===== config.mk =====
export PLATFORM = sky130hd
export DESIGN_NAME = c1541_track_ctl
export DESIGN_NICKNAME = d
export VERILOG_FILES = /design/src/rtl/c1541_pkg.sv /design/src/rtl/c1541_track_geom.sv /design/src/rtl/c1541_track_ctl.sv
export SDC_FILE = /design/constraint.sdc
export NUM_CORES = 1
export LEC_CHECK = 0
export ABC_CLOCK_PERIOD_IN_PS = 23500
export CAP_MARGIN = 25
export CORE_UTILIZATION = 34
export DETAILED_ROUTE_END_ITERATION = 8
export PLACE_DENSITY = 0.58
export SLEW_MARGIN = 20
export SYNTH_ARGS = -nofsm -noshare
export SYNTH_HDL_FRONTEND = slang
export SYNTH_HIERARCHICAL = 1
export SYNTH_SLANG_ARGS = --single-unit

===== constraint.sdc =====
create_clock -name clk32 -period 23.5 [get_ports clk32]
set_clock_uncertainty 0.1 [all_clocks]
set_input_delay 7.05 -clock clk32 [delete_from_list [all_inputs] [get_ports clk32]]
set_output_delay 7.05 -clock clk32 [all_outputs]
set_load 0.1 [all_outputs]

===== src/rtl/c1541_pkg.sv =====
// Shared definitions for the 1541 track buffer controller: D64 zone geometry
// and the controller state encoding.
package c1541_pkg;

  localparam int unsigned DIRTY_W = 21;

  // Zone k starts at ZONE_START[k]; tracks at or above TRK_END clamp to TRK_END-1.
  localparam logic [5:0] ZONE_START [4] = '{6'd1, 6'd18, 6'd25, 6'd31};
  localparam logic [5:0] TRK_END        = 6'd36;
  localparam logic [4:0] ZONE_SPT   [4] = '{5'd21, 5'd19, 5'd18, 5'd17};
  localparam logic [9:0] ZONE_BASE  [4] = '{10'd0, 10'd357, 10'd490, 10'd598};

  typedef enum logic [2:0] {
    ST_IDLE,
    ST_SETTLE,
    ST_FLUSH_REQ,
    ST_FLUSH_WAIT,
    ST_LOAD_REQ,
    ST_LOAD_WAIT,
    ST_READY
  } trk_state_t;

  function automatic logic [4:0] lowest_set(input logic [DIRTY_W-1:0] d);
    logic [4:0] idx;
    idx = '0;
    for (int unsigned i = DIRTY_W; i > 0; i--) begin
      if (d[i-1]) idx = 5'(i - 1);
    end
    return idx;
  endfunction

endpackage


===== src/rtl/c1541_track_geom.sv =====
// Combinational D64 geometry: clamped track -> first block index and sector count.
module c1541_track_geom
  import c1541_pkg::*;
(
  input  logic [5:0] i_track,
  output logic [9:0] o_base,
  output logic [4:0] o_nsect
);

  logic [5:0] w_trk;
  logic [5:0] w_rel;
  logic [1:0] w_zone;

  always_comb begin
    w_trk = i_track;
    if (i_track == '0)
      w_trk = 6'd1;
    else if (i_track >= TRK_END)
      w_trk = TRK_END - 6'd1;

    w_zone = '0;
    for (int unsigned z = 1; z < 4; z++) begin
      if (w_trk >= ZONE_START[z]) w_zone = 2'(z);
    end

    w_rel   = w_trk - ZONE_START[w_zone];
    o_nsect = ZONE_SPT[w_zone];
    o_base  = ZONE_BASE[w_zone] + 10'(w_rel) * 10'(ZONE_SPT[w_zone]);
  end

endmodule


===== src/rtl/c1541_track_ctl.sv =====
// Track buffer controller: waits for the head to settle, flushes dirty sectors
// of the old track, then loads every sector of the new track from the D64 image.
module c1541_track_ctl
  import c1541_pkg::*;
#(
  parameter int unsigned SETTLE_CYCLES = 32000
) (
  input  logic        clk32,
  input  logic        reset,
  input  logic        img_mounted,
  input  logic [5:0]  track,
  input  logic        gcr_we,
  input  logic [4:0]  gcr_sector,
  output logic        busy,
  output logic [4:0]  buf_sector,
  output logic [31:0] sd_lba,
  output logic        sd_rd,
  output logic        sd_wr,
  input  logic        sd_ack
);

  trk_state_t         r_state;
  logic [DIRTY_W-1:0] r_dirty;
  logic [5:0]         r_loaded_trk;
  logic [5:0]         r_target_trk;
  logic [5:0]         r_prev_trk;
  logic               r_loaded_vld;
  logic               r_resettle;
  logic [31:0]        r_settle_cnt;
  logic [4:0]         r_buf_sector;
  logic               r_sd_rd;
  logic               r_sd_wr;

  logic [5:0]         w_geom_trk;
  logic [9:0]         w_base;
  logic [4:0]         w_nsect;
  logic               w_flushing;
  logic               w_in_xfer;
  logic               w_trk_chg;
  logic               w_resettle;
  logic [DIRTY_W-1:0] w_dirty_left;

  // Flushes address the track the buffer still holds; loads address the new one.
  assign w_flushing = (r_state == ST_FLUSH_REQ) || (r_state == ST_FLUSH_WAIT);
  assign w_in_xfer  = w_flushing || (r_state == ST_LOAD_REQ) || (r_state == ST_LOAD_WAIT);
  assign w_geom_trk = w_flushing ? r_loaded_trk : r_target_trk;

  c1541_track_geom u_geom (
    .i_track (w_geom_trk),
    .o_base  (w_base),
    .o_nsect (w_nsect)
  );

  assign w_trk_chg    = (track != r_prev_trk);
  assign w_resettle   = r_resettle || w_trk_chg || img_mounted;
  assign w_dirty_left = r_dirty & ~(DIRTY_W'(1) << r_buf_sector);

  assign busy       = (r_state != ST_READY);
  assign buf_sector = r_buf_sector;
  assign sd_lba     = {22'd0, w_base + 10'(r_buf_sector)};
  assign sd_rd      = r_sd_rd;
  assign sd_wr      = r_sd_wr;

  always_ff @(posedge clk32 or posedge reset) begin
    if (reset) begin
      r_state      <= ST_IDLE;
      r_dirty      <= '0;
      r_loaded_trk <= '0;
      r_target_trk <= '0;
      r_prev_trk   <= '0;
      r_loaded_vld <= 1'b0;
      r_resettle   <= 1'b0;
      r_settle_cnt <= '0;
      r_buf_sector <= '0;
      r_sd_rd      <= 1'b0;
      r_sd_wr      <= 1'b0;
    end else begin
      r_prev_trk <= track;
      if (w_in_xfer && (w_trk_chg || img_mounted)) r_resettle <= 1'b1;

      case (r_state)
        ST_IDLE: begin
          r_state      <= ST_SETTLE;
          r_settle_cnt <= '0;
        end

        ST_SETTLE: begin
          if (img_mounted || w_trk_chg) begin
            r_settle_cnt <= '0;
          end else if (r_settle_cnt >= 32'(SETTLE_CYCLES - 1)) begin
            r_settle_cnt <= '0;
            r_target_trk <= track;
            if (r_dirty != '0) begin
              r_state      <= ST_FLUSH_REQ;
              r_buf_sector <= lowest_set(r_dirty);
              r_sd_wr      <= 1'b1;
            end else begin
              r_state      <= ST_LOAD_REQ;
              r_buf_sector <= '0;
              r_loaded_vld <= 1'b0;
              r_sd_rd      <= 1'b1;
            end
          end else begin
            r_settle_cnt <= r_settle_cnt + 32'd1;
          end
        end

        ST_FLUSH_REQ: begin
          if (sd_ack) begin
            r_sd_wr <= 1'b0;
            r_state <= ST_FLUSH_WAIT;
          end
        end

        ST_FLUSH_WAIT: begin
          if (!sd_ack) begin
            r_dirty    <= w_dirty_left;
            r_resettle <= 1'b0;
            if (w_resettle) begin
              r_state      <= ST_SETTLE;
              r_settle_cnt <= '0;
            end else if (w_dirty_left == '0) begin
              r_state      <= ST_LOAD_REQ;
              r_buf_sector <= '0;
              r_loaded_vld <= 1'b0;
              r_sd_rd      <= 1'b1;
            end else begin
              r_state      <= ST_FLUSH_REQ;
              r_buf_sector <= lowest_set(w_dirty_left);
              r_sd_wr      <= 1'b1;
            end
          end
        end

        ST_LOAD_REQ: begin
          if (sd_ack) begin
            r_sd_rd <= 1'b0;
            r_state <= ST_LOAD_WAIT;
          end
        end

        ST_LOAD_WAIT: begin
          if (!sd_ack) begin
            r_resettle <= 1'b0;
            if (w_resettle) begin
              r_state      <= ST_SETTLE;
              r_settle_cnt <= '0;
            end else if (r_buf_sector == w_nsect - 5'd1) begin
              r_state      <= ST_READY;
              r_loaded_trk <= r_target_trk;
              r_loaded_vld <= 1'b1;
            end else begin
              r_state      <= ST_LOAD_REQ;
              r_buf_sector <= r_buf_sector + 5'd1;
              r_sd_rd      <= 1'b1;
            end
          end
        end

        ST_READY: begin
          if (img_mounted || !r_loaded_vld || (track != r_loaded_trk)) begin
            r_state      <= ST_SETTLE;
            r_settle_cnt <= '0;
          end else if (gcr_we && (gcr_sector < w_nsect)) begin
            r_dirty[gcr_sector] <= 1'b1;
          end
        end

        default: r_state <= ST_IDLE;
      endcase

      // A new image invalidates all pending writes, whatever the state.
      if (img_mounted) r_dirty <= '0;
    end
  end

endmodule


==> results_dict.tcl, run 1 <==
set metrics [dict create \
    post_cts_resized 0 \
    synth_flop_cell "dfrtp_1" \
    insertion_delay_ps 350 \
    finalMaxSlewViolations 0 \
    total_power_mw 0.483 \
    syn_area_um2 7270 \
    rsz0062_at_grt "no" \
    first_global_vias 5752 \
    vdd.ir_drop.worst_v 0.0000316 \
    cp_slowest_cell "clkdlybuf4s50_1" \
    start_util_pct 34.6 \
    startpoint_type "flip-flop" \
    hold_viol 0 \
    dp_cells 1108 \
    layout_common_cells "dfrtp_1 (83), inv_1 (68), nor2_1 (61)" \
    drive_gt1_share_pct 5.77 \
    firstDrtPassIters 5 \
    hold_buffers 0 \
    critical_path_class "flip-flop to primary output" \
    die_area_um2 22000 \
    p_leak_nw 3.50 \
    dp_slack_ps 8030 \
    ys_ff_latch 83 \
    cts_tree "built" \
    setup_tns_ps 0 \
    ys_seq_area_share_pct 28.6 \
    fin_ws_ps 7660 \
    arrival_ps 8690 \
    cpMostUsedCell "inv_1" \
    crit_required_ps 16350 \
    slowest_delay_ps 1140 \
    gp_congestion 0.903 \
    period_minus_slack_ps 15840 \
    cts.clk_slew.worst_paths_ps 70 \
    first_iter_violations 373 \
    grt_pass1_wl_um 30200 \
    finalSetupViolCount 0 \
    grt_overflow_total 0 \
    relSlewSlack_pct 31.2 \
    nets 921 \
    io_buffers 33 \
    crit_fanout 15 \
    min_path_type "flip-flop to flip-flop" \
    instances_no_fill 1124 \
    grt_antenna_before_repair 0 \
    max_freq_ghz 0.0631 \
    die_height_um 148 \
    pin_count 56 \
    route.antenna.remaining_nets 0 \
    status "complete, no violations" \
    ys_types 85 \
    synth_edf_count 0 \
    hold-worst-slack_ps 406 \
    yosysWarnings 6 \
    cts_sinks 83 \
    core-area_um2 21000 \
    syn_inst 827 \
    layout_commonest_cell "dfrtp_1" \
    numCtsBuffers 9 \
    num_rows 53 \
    dp_hpwl_um 13900 \
    htree_levels 3 \
    wl_per_cell_um 16.2 \
    async_flop_share_pct 100 \
    grt_max_degree 60 \
    cellPowerDensity_nw_per_um2 60.0 \
    wirelength_um 18200 \
    vias 6049 \
    viasPerCell 5.38 \
    syn-mean-instance-area_um2 8.79 \
    fin_crit_sh_pct 67.4 \
    cts_setup_buffers 0 \
    area_growth_pct 10.6 \
    cts_root_buf "clkbuf_16" \
    grt_use_total_pct 17.3 \
    drc 0 \
    clk_path_buf_depth 2 \
    max-cap-violations 0 \
    num_antenna_cells 0 \
    fp.dieW_um 148 \
    cp-end-kind "primary output" \
    tightest_slew_ps 1030 \
]
## final cells by class
class,count,area (um2)
clock buffer,10,239
tap,275,344
inverter,71,268
timing repair buffer,37,360
clock inverter,6,52.6
sequential,83,2080
fill,2112,13000
multi-input combinational,642,4700
## worst max-delay path: cells and delay by family, from the launching register on
| kind | cells | cell delay, ps |
|---|---|---|
| muxes | 1 | 420 |
| DFF | 1 | 650 |
| AOI/OAI and AO/OA | 6 | 1450 |
| and+or+nand+nor | 8 | 1100 |
| buffers and inverters | 7 | 1610 |
| xor gates and xnor gates | 3 | 570 |
| adders and majority gates | 7 | 2540 |
## routing by layer
metal	track usage (%)	up-vias	share of wire, %
met5	0	-	0
met4	4.79	0	1.9
met3	3.28	25	3.9
met2	27.8	160	46
met1	23.6	2891	49
li1	-	2973	-
## synthesized netlist by cell type, types with 10 or more instances
library cell | n | share of area [%]
fa_1 | 17 | 4.7
nor2_1 | 61 | 3.1
nand3_1 | 18 | 1.2
a221oi_1 | 10 | 1.2
nand2_1 | 55 | 2.8
dfrtp_1 | 83 | 29
a21o_1 | 11 | 1.1
o21ai_1 | 26 | 1.8
a211oi_1 | 12 | 1.2
a21oi_1 | 32 | 2.2
buf_4 | 26 | 2.7
xor2_1 | 14 | 1.7
nand4_1 | 12 | 1.0
and3_1 | 12 | 1.0
clkbuf_1 | 17 | 0.88
o21ai_0 | 11 | 0.76
mux2_1 | 10 | 1.5
nor3_1 | 17 | 1.2
nor4_1 | 10 | 0.86
inv_1 | 69 | 3.6
ha_1 | 44 | 7.6
and2_1 | 19 | 1.6
nor2b_1 | 22 | 1.9
xnor2_1 | 29 | 3.5
nand2b_1 | 10 | 0.86
a31oi_1 | 14 | 1.2
## worst paths after layout
kind | slack [ps] | cells past startpoint | startpoint | endpoint
worst min register to register | 410 | 1 | r_settle_cnt[15] | r_settle_cnt[15]
min in group asynchronous | 6950 | 2 | reset | r_dirty[13]
max in group asynchronous | 15260 | 3 | reset | r_loaded_trk[1]
worst max register to register | 18090 | 15 | r_state[2] | r_dirty[14]
worst min-delay path | 410 | 1 | r_settle_cnt[15] | r_settle_cnt[15]
worst max-delay path | 7660 | 32 | r_state[2] | sd_lba[9]
## where the power goes
group | switching, mW | internal, mW | total [mW]
Sequential | 0.0191 | 0.149 | 0.168
Combinational | 0.129 | 0.0460 | 0.175
Clock | 0.0642 | 0.0765 | 0.141
Total | 0.212 | 0.271 | 0.483
## kinds of logic after synthesis
logic type,share of synthesized area [%]
buffers and inverters,7.85
other,0.155
XOR/XNOR,5.18
AO/OA/AOI/OAI,21.5
multiplexers,3.36
adder cells (fa/ha/maj),12.3
AND/OR/NAND/NOR,21.1
flip-flops,28.6
## sequential cells by signal (all words and copies together) (netlist names)
register / count
sd_wr: 1
r_dirty: 21
r_loaded_vld: 1
r_state: 3
r_settle_cnt: 32
buf_sector: 5
sd_rd: 1
r_loaded_trk: 6
r_target_trk: 6
r_prev_trk: 6
r_resettle: 1
## metrics by stage
stage	utilization, %	cell area (um2)
after floorplan	-	7350
after global placement	36.9	7750
after detailed placement	36.9	7750
after CTS	38.3	8040
after global routing	38.3	8040
final	38.3	8040
Power figures use the tool's default switching activity.
==> inputs of run 2 (changes only) <==
ABC_CLOCK_PERIOD_IN_PS = 14070   (was 23500)
PLACE_DENSITY = 0.6   (was 0.58)
clock period = 14.07 ns   (was 23.5 ns; I/O delays follow)
==> results_dict.tcl, run 2 (synthesis gave the netlist of run 1 again) <==
set metrics [dict create \
    status "complete, no violations" \
    pwr-share-comb_pct 36.2 \
    wl_per_cell_um 16.7 \
    switching_share_pct 44.1 \
    reg_top3 "r_settle_cnt (32), r_dirty (21)" \
    placed_area_um2 7750 \
    first_iter_violations 383 \
    dp_slack_ps 1450 \
    grt_use_total_pct 18.0 \
    grt_pass1_wl_um 30900 \
    dp_cells 1108 \
    cts_sinks 83 \
    viasPerCell 5.47 \
    cts_root_buf "clkbuf_16" \
    clockPowerShare_pct 29.0 \
    cts_setup_buffers 0 \
    p_leak_nw 3.51 \
    layout_commonest_cell "dfrtp_1" \
    crit_required_ps 9750 \
    max_freq_ghz 0.0768 \
    reg2reg_depth 15 \
    rsz0062_at_grt "no" \
    htree_levels 3 \
    intPower_mw 0.453 \
    worst_r2r_endpoint "r_dirty[14]" \
    num_rows 53 \
    grt_overflow_total 0 \
    cp_top_family "adder cells" \
    relSlewSlack_pct 32.4 \
    vdd.ir_drop.worst_v 0.0000585 \
    r2r_start "r_state[2]" \
    crit_fanout 15 \
    dp_hpwl_um 14200 \
    fillers 2113 \
    cpMostUsedCell "inv_1" \
    post_cts_resized 0 \
    num_antenna_cells 0 \
    fp.dieW_um 148 \
    tightest_slew_ps 1010 \
    clk_path_buf_depth 2 \
    drive_gt1_share_pct 5.77 \
    critPathLaunch "r_state[2]" \
    hold_viol 0 \
    start_util_pct 34.6 \
    firstDrtPassIters 4 \
    min_from "r_settle_cnt[0]" \
    grt_max_degree 68 \
    core-area_um2 21000 \
    cp-end-kind "primary output" \
    vias 6144 \
    finalInstanceArea_um2 8040 \
    critical_path_class "flip-flop to primary output" \
    cts.clk_slew.worst_paths_ps 70 \
    route.antenna.remaining_nets 0 \
    cellPowerDensity_nw_per_um2 101 \
    path_depth 32 \
    reg2reg_slack_ps 8670 \
    cp-endpoint "sd_lba[9]" \
    instances_no_fill 1124 \
    period_minus_slack_ps 13010 \
    die_area_um2 22000 \
    pin_count 56 \
    finalSetupViolCount 0 \
    nets 921 \
    io_buffers 33 \
    die_height_um 148 \
    slowest_delay_ps 1140 \
    arrival_ps 8690 \
    startpoint_type "flip-flop" \
    setup_tns_ps 0 \
    numCtsBuffers 9 \
    regMostFlops "r_settle_cnt" \
    finalMaxSlewViolations 0 \
    hold_buffers 0 \
    area_growth_pct 10.6 \
    first_global_vias 5858 \
    drc 0 \
    largest_register_ffs 32 \
    gp_congestion 0.903 \
    final_core_util_pct 38.3 \
    register_area_um2 2080 \
    wirelength_um 18800 \
    critPathBufInv 7 \
    multi_input_area_um2 4700 \
    hold-worst-slack_ps 419 \
    insertion_delay_ps 360 \
    power_switching_mw 0.357 \
    cts_tree "built" \
    cp_slowest_cell "clkdlybuf4s50_1" \
    seqPwrFrac_pct 34.7 \
    fin_ws_ps 1060 \
    fin_crit_sh_pct 92.5 \
    min_path_type "flip-flop to flip-flop" \
    grt_antenna_before_repair 0 \
    layout_common_cells "dfrtp_1 (83), inv_1 (68), nor2_1 (61)" \
    total_power_mw 0.810 \
    max-cap-violations 0 \
]
## run 2: cell count changes in the layout (fill, tap and decap cells not counted)
| cell | change |
|---|---|
| clkinvlp_4 | -1 |
| inv_6 | +2 |
| inv_8 | -1 |
## run 2: final cells by class
cell class                 count  area share (%)
inverter                      71            3.33
timing repair buffer          37            4.48
multi-input combinational    642            58.5
clock inverter                 6           0.638
tap                          275            4.28
clock buffer                  10            2.97
sequential                    83            25.8
## run 2: how the worst min path moves through the flow
stage / to / slack (ps) / cells after the start
after floorplan: r_settle_cnt[14] / 370 / 2
after global placement: r_settle_cnt[14] / 390 / 2
after detailed placement: r_settle_cnt[14] / 400 / 2
after CTS: r_settle_cnt[0] / 420 / 1
after global routing: r_settle_cnt[0] / 440 / 1
final: r_settle_cnt[0] / 420 / 1
## run 2: layer usage
layer | track usage (%) | wire length [um] | vias to the layer above | share of wire (%)
li1 | - | - | 2992 | -
met1 | 24.3 | 8770 | 2987 | 47
met2 | 29.0 | 8820 | 144 | 47
met3 | 3.65 | 866 | 21 | 4.6
met4 | 5.10 | 309 | 0 | 1.6
met5 | 0 | 0 | - | 0
## run 2: worst register-to-register path, delay by kind of cell, from the launching register on
family                     cells  cell delay, ps
DFF                            1             630
muxes                          1             420
adders and majority gates      2             780
AOI/OAI and AO/OA              7            2630
and+or+nand+nor                3             430
buffers and inverters          2             300
## run 2: power by group through the flow
stage          Clock (mW)  Sequential (mW)  Combinational, mW
2_1_floorplan           0            0.322              0.189
3_3_place_gp            0            0.286              0.294
3_5_place_dp            0            0.286              0.294
4_1_cts             0.244            0.281              0.294
5_1_grt             0.253            0.284              0.308
6_report            0.235            0.281              0.294
